## src/rtl/peak_freq_report.sv

```systemverilog
// FFT peak-bin post-processor: bit-reverse, fold, bin-to-Hz multiply, stability filter, BCD.
// Outputs refresh only after STABLE_FRAMES consecutive agreeing frames.
module peak_freq_report #(
  parameter int unsigned HZ_PER_BIN_Q8 = 12000,
  parameter int unsigned STABLE_FRAMES = 3,
  parameter int unsigned BIN_TOL       = 1
) (
  input  logic        clk,
  input  logic        reset,
  input  logic        detectdone,
  input  logic [9:0]  maxbin,
  output logic        busy,
  output logic [15:0] freq_hz,
  output logic [19:0] freq_bcd,
  output logic        freq_valid,
  output logic        new_freq
);

  localparam int unsigned BIN_W = 10;
  localparam int unsigned ACC_W = 26;
  localparam int unsigned HZ_W  = 16;
  localparam int unsigned BCD_W = 20;
  localparam int unsigned CNT_W = 4;
  localparam int unsigned ITR_W = 4;

  typedef enum logic [2:0] {
    IDLE, FOLD, MULT, ROUND, FILTER, BCD, DONE
  } state_t;

  state_t             state;
  logic [BIN_W-1:0]   cap;
  logic [BIN_W-1:0]   k;
  logic [BIN_W-1:0]   last_k;
  logic [CNT_W-1:0]   stable_cnt;
  logic [ACC_W-1:0]   acc;
  logic [ITR_W-1:0]   iter;
  logic [HZ_W-1:0]    hz;
  logic [HZ_W-1:0]    hz_shift;
  logic [BCD_W-1:0]   bcd;

  logic [BIN_W-1:0]   k_rev;
  logic [BIN_W-1:0]   k_fold;
  logic [BIN_W-1:0]   k_diff;
  logic [CNT_W-1:0]   cnt_next;
  logic [ACC_W:0]     acc_rnd;
  logic [HZ_W-1:0]    hz_sat;
  logic [BCD_W-1:0]   bcd_adj;

  // Restore linear bin order and fold the upper half-spectrum onto the lower half.
  always_comb begin
    k_rev = '0;
    for (int i = 0; i < int'(BIN_W); i++) k_rev[i] = cap[int'(BIN_W) - 1 - i];
    k_fold = k_rev;
    if (k_rev > BIN_W'(512)) k_fold = BIN_W'(11'd1024 - {1'b0, k_rev});
  end

  // Round Q8 accumulator to whole Hz, saturating at 16 bits.
  always_comb begin
    acc_rnd = {1'b0, acc} + (ACC_W + 1)'(128);
    hz_sat  = acc_rnd[HZ_W+7:8];
    if (|acc_rnd[ACC_W:HZ_W+8]) hz_sat = '1;
  end

  // Agreement test against the previous frame's bin.
  always_comb begin
    k_diff   = (k >= last_k) ? (k - last_k) : (last_k - k);
    cnt_next = CNT_W'(1);
    if (k_diff <= BIN_W'(BIN_TOL)) begin
      if (stable_cnt >= CNT_W'(STABLE_FRAMES)) cnt_next = CNT_W'(STABLE_FRAMES);
      else                                     cnt_next = stable_cnt + CNT_W'(1);
    end
  end

  // Double-dabble correction: add 3 to every BCD digit >= 5 before the shift.
  always_comb begin
    bcd_adj = bcd;
    for (int d = 0; d < 5; d++) begin
      if (bcd[4*d +: 4] >= 4'd5) bcd_adj[4*d +: 4] = bcd[4*d +: 4] + 4'd3;
    end
  end

  always_ff @(posedge clk) begin
    if (reset) begin
      state      <= IDLE;
      cap        <= '0;
      k          <= '0;
      last_k     <= '0;
      stable_cnt <= '0;
      acc        <= '0;
      iter       <= '0;
      hz         <= '0;
      hz_shift   <= '0;
      bcd        <= '0;
      busy       <= 1'b0;
      freq_hz    <= '0;
      freq_bcd   <= '0;
      freq_valid <= 1'b0;
      new_freq   <= 1'b0;
    end else begin
      new_freq <= 1'b0;
      unique case (state)
        IDLE: begin
          if (detectdone) begin
            cap   <= maxbin;
            busy  <= 1'b1;
            state <= FOLD;
          end
        end
        FOLD: begin
          k     <= k_fold;
          acc   <= '0;
          iter  <= '0;
          state <= MULT;
        end
        MULT: begin
          if (k[iter]) acc <= acc + (ACC_W'(HZ_PER_BIN_Q8) << iter);
          if (iter == ITR_W'(BIN_W - 1)) state <= ROUND;
          else                           iter  <= iter + ITR_W'(1);
        end
        ROUND: begin
          hz    <= hz_sat;
          state <= FILTER;
        end
        FILTER: begin
          last_k     <= k;
          stable_cnt <= cnt_next;
          if (cnt_next >= CNT_W'(STABLE_FRAMES)) begin
            hz_shift <= hz;
            bcd      <= '0;
            iter     <= '0;
            state    <= BCD;
          end else begin
            busy  <= 1'b0;
            state <= IDLE;
          end
        end
        BCD: begin
          bcd      <= {bcd_adj[BCD_W-2:0], hz_shift[HZ_W-1]};
          hz_shift <= hz_shift << 1;
          if (iter == ITR_W'(HZ_W - 1)) state <= DONE;
          else                          iter  <= iter + ITR_W'(1);
        end
        DONE: begin
          freq_hz    <= hz;
          freq_bcd   <= bcd;
          freq_valid <= 1'b1;
          new_freq   <= 1'b1;
          busy       <= 1'b0;
          state      <= IDLE;
        end
        default: state <= IDLE;
      endcase
    end
  end

endmodule

```

## config.mk

```make
export PLATFORM = sky130hd
export DESIGN_NAME = peak_freq_report
export DESIGN_NICKNAME = d
export VERILOG_FILES = /design/src/rtl/peak_freq_report.sv
export SDC_FILE = /design/constraint.sdc
export NUM_CORES = 1
export LEC_CHECK = 0
export BUFFER_PORTS_ARGS = -buffer_cell sky130_fd_sc_hd__clkbuf_2
export CAP_MARGIN = 15
export CORE_MARGIN = 5
export CORE_UTILIZATION = 55
export DETAILED_ROUTE_END_ITERATION = 10
export GPL_TIMING_DRIVEN = 0
export PLACE_DENSITY = 0.72
export SYNTH_ARGS = -nofsm -noshare
export SYNTH_HDL_FRONTEND = slang
export SYNTH_SLANG_ARGS = --single-unit
```

## constraint.sdc

```tcl
create_clock -name clk -period 4.6 [get_ports clk]
set_input_delay 0.23 -clock clk [delete_from_list [all_inputs] [get_ports clk]]
set_output_delay 0.23 -clock clk [all_outputs]
set_load 0.02 [all_outputs]
```

==> results.py <==
metrics = {
    "clock_tree": {
        "cts.clk_slew.worst_paths_ps": 60,
        "tritoncts_num_sinks": 153,
        "cts.path.max_buffers": 2,
        "root_buffer": "clkbuf_16",
        "tritoncts_clock_tree": "built",
        "htree_levels": 4,
        "cts-buffers-inserted": 17,
        "clock_latency_ps": 430,
    },
    "detailed_routing": {
        "routed-wl-met2_mm": 10.2,
        "drc_errors": 0,
        "route.antenna.remaining_nets": 0,
        "vias": 7881,
        "postRouteWirelength_mm": 21.5,
        "top_layer_used": "met4",
        "detailedRoute.firstPassIterationCount": 6,
        "drtIter0Drc": 606,
        "wire_per_inst_um": 15.3,
        "viasPerCell": 5.60,
        "drt-met1-wl_mm": 10.0,
        "route.met3.wl_um": 720,
    },
    "floorplanning": {
        "placeableCoreArea_um2": 15800,
        "initial_core_util_pct": 55.5,
        "design.die.area_um2": 18500,
        "floorplan.io_pins": 52,
        "die_x_um": 136,
        "rows": 46,
        "floorplan.die.height_um": 136,
    },
    "placement": {
        "routability_driven_placement_congestion_ratio": 0.904,
        "port-buffer-count": 51,
        "dpl.hpwl_mm": 16.1,
        "dpl_worst_slack_ps": 350,
    },
    "timing": {
        "relSlewSlack_pct": 44.1,
        "setup_viol": 0,
        "rsz0062_at_grt": "false",
        "skew_ps": 8.87,
        "setup_ws_ps": 423,
        "layout_worst_path_cycle_share_pct": 90.8,
        "worst_slew_pin_slew_ps": 837,
        "worst_hold_slack_ps": 24.5,
        "setup-tns-final_ps": 0,
        "max_clock_freq_mhz": 239,
        "maxSlewViolCount": 0,
        "finalHoldViolCount": 0,
        "final.min_clock_period_ps": 4180,
    },
    "worst_setup_path": {
        "worst-setup-path-type": "flip-flop to flip-flop",
        "setup.worst_path.end_class": "flip-flop",
        "cp-start-kind": "flip-flop",
        "timing.critical_path.required_ps": 4930,
        "cp_max_fo": 10,
        "cp_data_arrival_time_ps": 4510,
        "timing.critical_path.from": "iter[0]",
        "critical_path.reg2reg.startpoint": "iter[0]",
    },
    "synth": {
        "synth_largest_type_area_fraction_pct": 35.0,
        "syn_inst": 1108,
        "synth_area_leader_cell": "dfxtp_1",
        "postSynthAreaPerCell_um2": 7.90,
        "synth-edff-count": 0,
        "synth.top_cells.by_count": "nand2_1 (178), dfxtp_1 (153), a21oi_1 (115), nor2_1 (104)",
        "postSynthRegisterBits": 153,
        "yosys.cell_count.top_type": "nand2_1",
        "asyncSetResetFlopFracSynth_pct": 0,
        "ys_warn_count": 0,
        "netlist_top_cells_area": "dfxtp_1 (35%), ha_1 (8.6%), nand2_1 (7.6%)",
        "yosysSeqAreaShare_pct": 35.0,
        "yosys_most_used_dff": "dfxtp_1",
        "syn-cell-area_um2": 8750,
        "synth_fp_nets": 1184,
        "post_synth_num_cell_types": 58,
    },
    "global_routing": {
        "antenna_found_initial": 0,
        "gr-total-overflow": 0,
        "first_pass_grt_wire_length_mm": 35.7,
        "grt_pass1_vias": 7299,
        "grt_start_max_net_pins": 17,
        "global_route_total_usage_across_every_layer_pct": 23.7,
    },
    "min_path": {
        "worstHoldStart": "maxbin[2]",
        "worstHoldPathType": "primary input to flip-flop",
    },
    "run": {
        "drv.max_cap_violation_count": 0,
    },
    "cells_and_area": {
        "diodes": 0,
        "drive_gt1_share_pct": 8.40,
        "fillerInstances": 1495,
        "synthToLayoutAreaGrowth_pct": 12.4,
        "finish.net_count": 1254,
    },
    "pwr": {
        "ir_drop_mv": 0.227,
        "total_leakage_power_uw": 0.00369,
        "power_density_nw_per_um2": 347,
    },
    "run_status": {
        "run_status": "finished, final reports clean",
    },
}
per-stage QoR:
step	cells	instance area, um2	utilization (%)	total power [uW]
floorplan	1108	8750	-	1970
global placement	1375	9280	58.8	2120
detailed placement	1375	9280	58.8	2130
CTS	1407	9830	62.3	3430
global route	1407	9840	62.4	3580
finish	1407	9840	62.4	3420
kinds of logic (layout without fill, tap and decap cells):
group | Yosys count | in the layout | synth area share, %
flops | 153 | 153 | 35.0
mux | 28 | 28 | 3.55
fa+ha+maj | 63 | 63 | 9.27
simple gates | 409 | 409 | 21.2
compound gates | 289 | 289 | 20.7
xor+xnor | 51 | 51 | 5.11
buf+inv | 115 | 198 | 5.19
where the power goes:
part / switching (uW) / leakage (uW) / total (uW) / internal (uW)
logic: 395 / 0.00219 / 674 / 279
clock network: 573 / 0.000267 / 1310 / 739
registers: 57.1 / 0.00124 / 1430 / 1370
timing repair:
item                                    4_1_cts  5_1_grt
resized for setup                             0        1
setup buffers                                 0        0
hold buffers                                  0        0
endpoints found under the setup margin        0        2
worst max-delay path, stage by stage (launching register included):
cell and delay, ps:
dfxtp_1 420, clkbuf_1 400, inv_1 250, ha_1 270, and3_1 200, ha_1 210
fa_1 430, a211oi_1 230, nor2_1 120, o211ai_1 230, o221ai_1 230, o31ai_2 400
a21oi_1 170, a21oi_1 200, xor2_1 90, o31ai_1 220
layout by cell type, fill, tap and decap left out, drive strengths merged, types with 18 or more instances in the layout:
cell,instances
a211oi,45
a21oi,115
clkbuf,132
dfxtp,153
ha,60
inv,54
mux2i,22
nand2,178
nand3,18
nor2,104
nor2b,18
o21ai,50
or3,21
xnor2,21
xor2,30
flip-flops by register name, summed over array words and instances, names as in the netlist:
| register | cells |
|---|---|
| k | 10 |
| hz | 16 |
| freq_hz | 16 |
| acc | 21 |
| state | 3 |
| cap | 10 |
| freq_bcd | 20 |
| stable_cnt | 4 |
| iter | 4 |
| new_freq | 1 |
| last_k | 10 |
| busy | 1 |
| hz_shift | 16 |
| freq_valid | 1 |
| bcd | 20 |
metal layers:
layer  up-vias  track usage, %
met1      3685            31.6
met4         0            8.90
met2       166            38.6
met3        45            3.92
li1       3985               -
met5         -               0
final timing paths:
check	cells after the start	end	slack (ps)
min reg2reg	2	freq_bcd[9]	450
min	3	cap[2]	20
max	15	acc[25]	420
max reg2reg	15	acc[25]	420
layout make-up:
cell class                 count  area (um2)  area share, %
inverter                      50         188           1.91
timing repair buffer          51         255           2.60
multi-input combinational    840        5240           53.3
tap                          216         270           2.75
sequential                   153        3060           31.1
clock inverter                11        85.1          0.865
clock buffer                  21         470           4.78
buffer                        65         267           2.71
(Power assumes the default switching activity.)
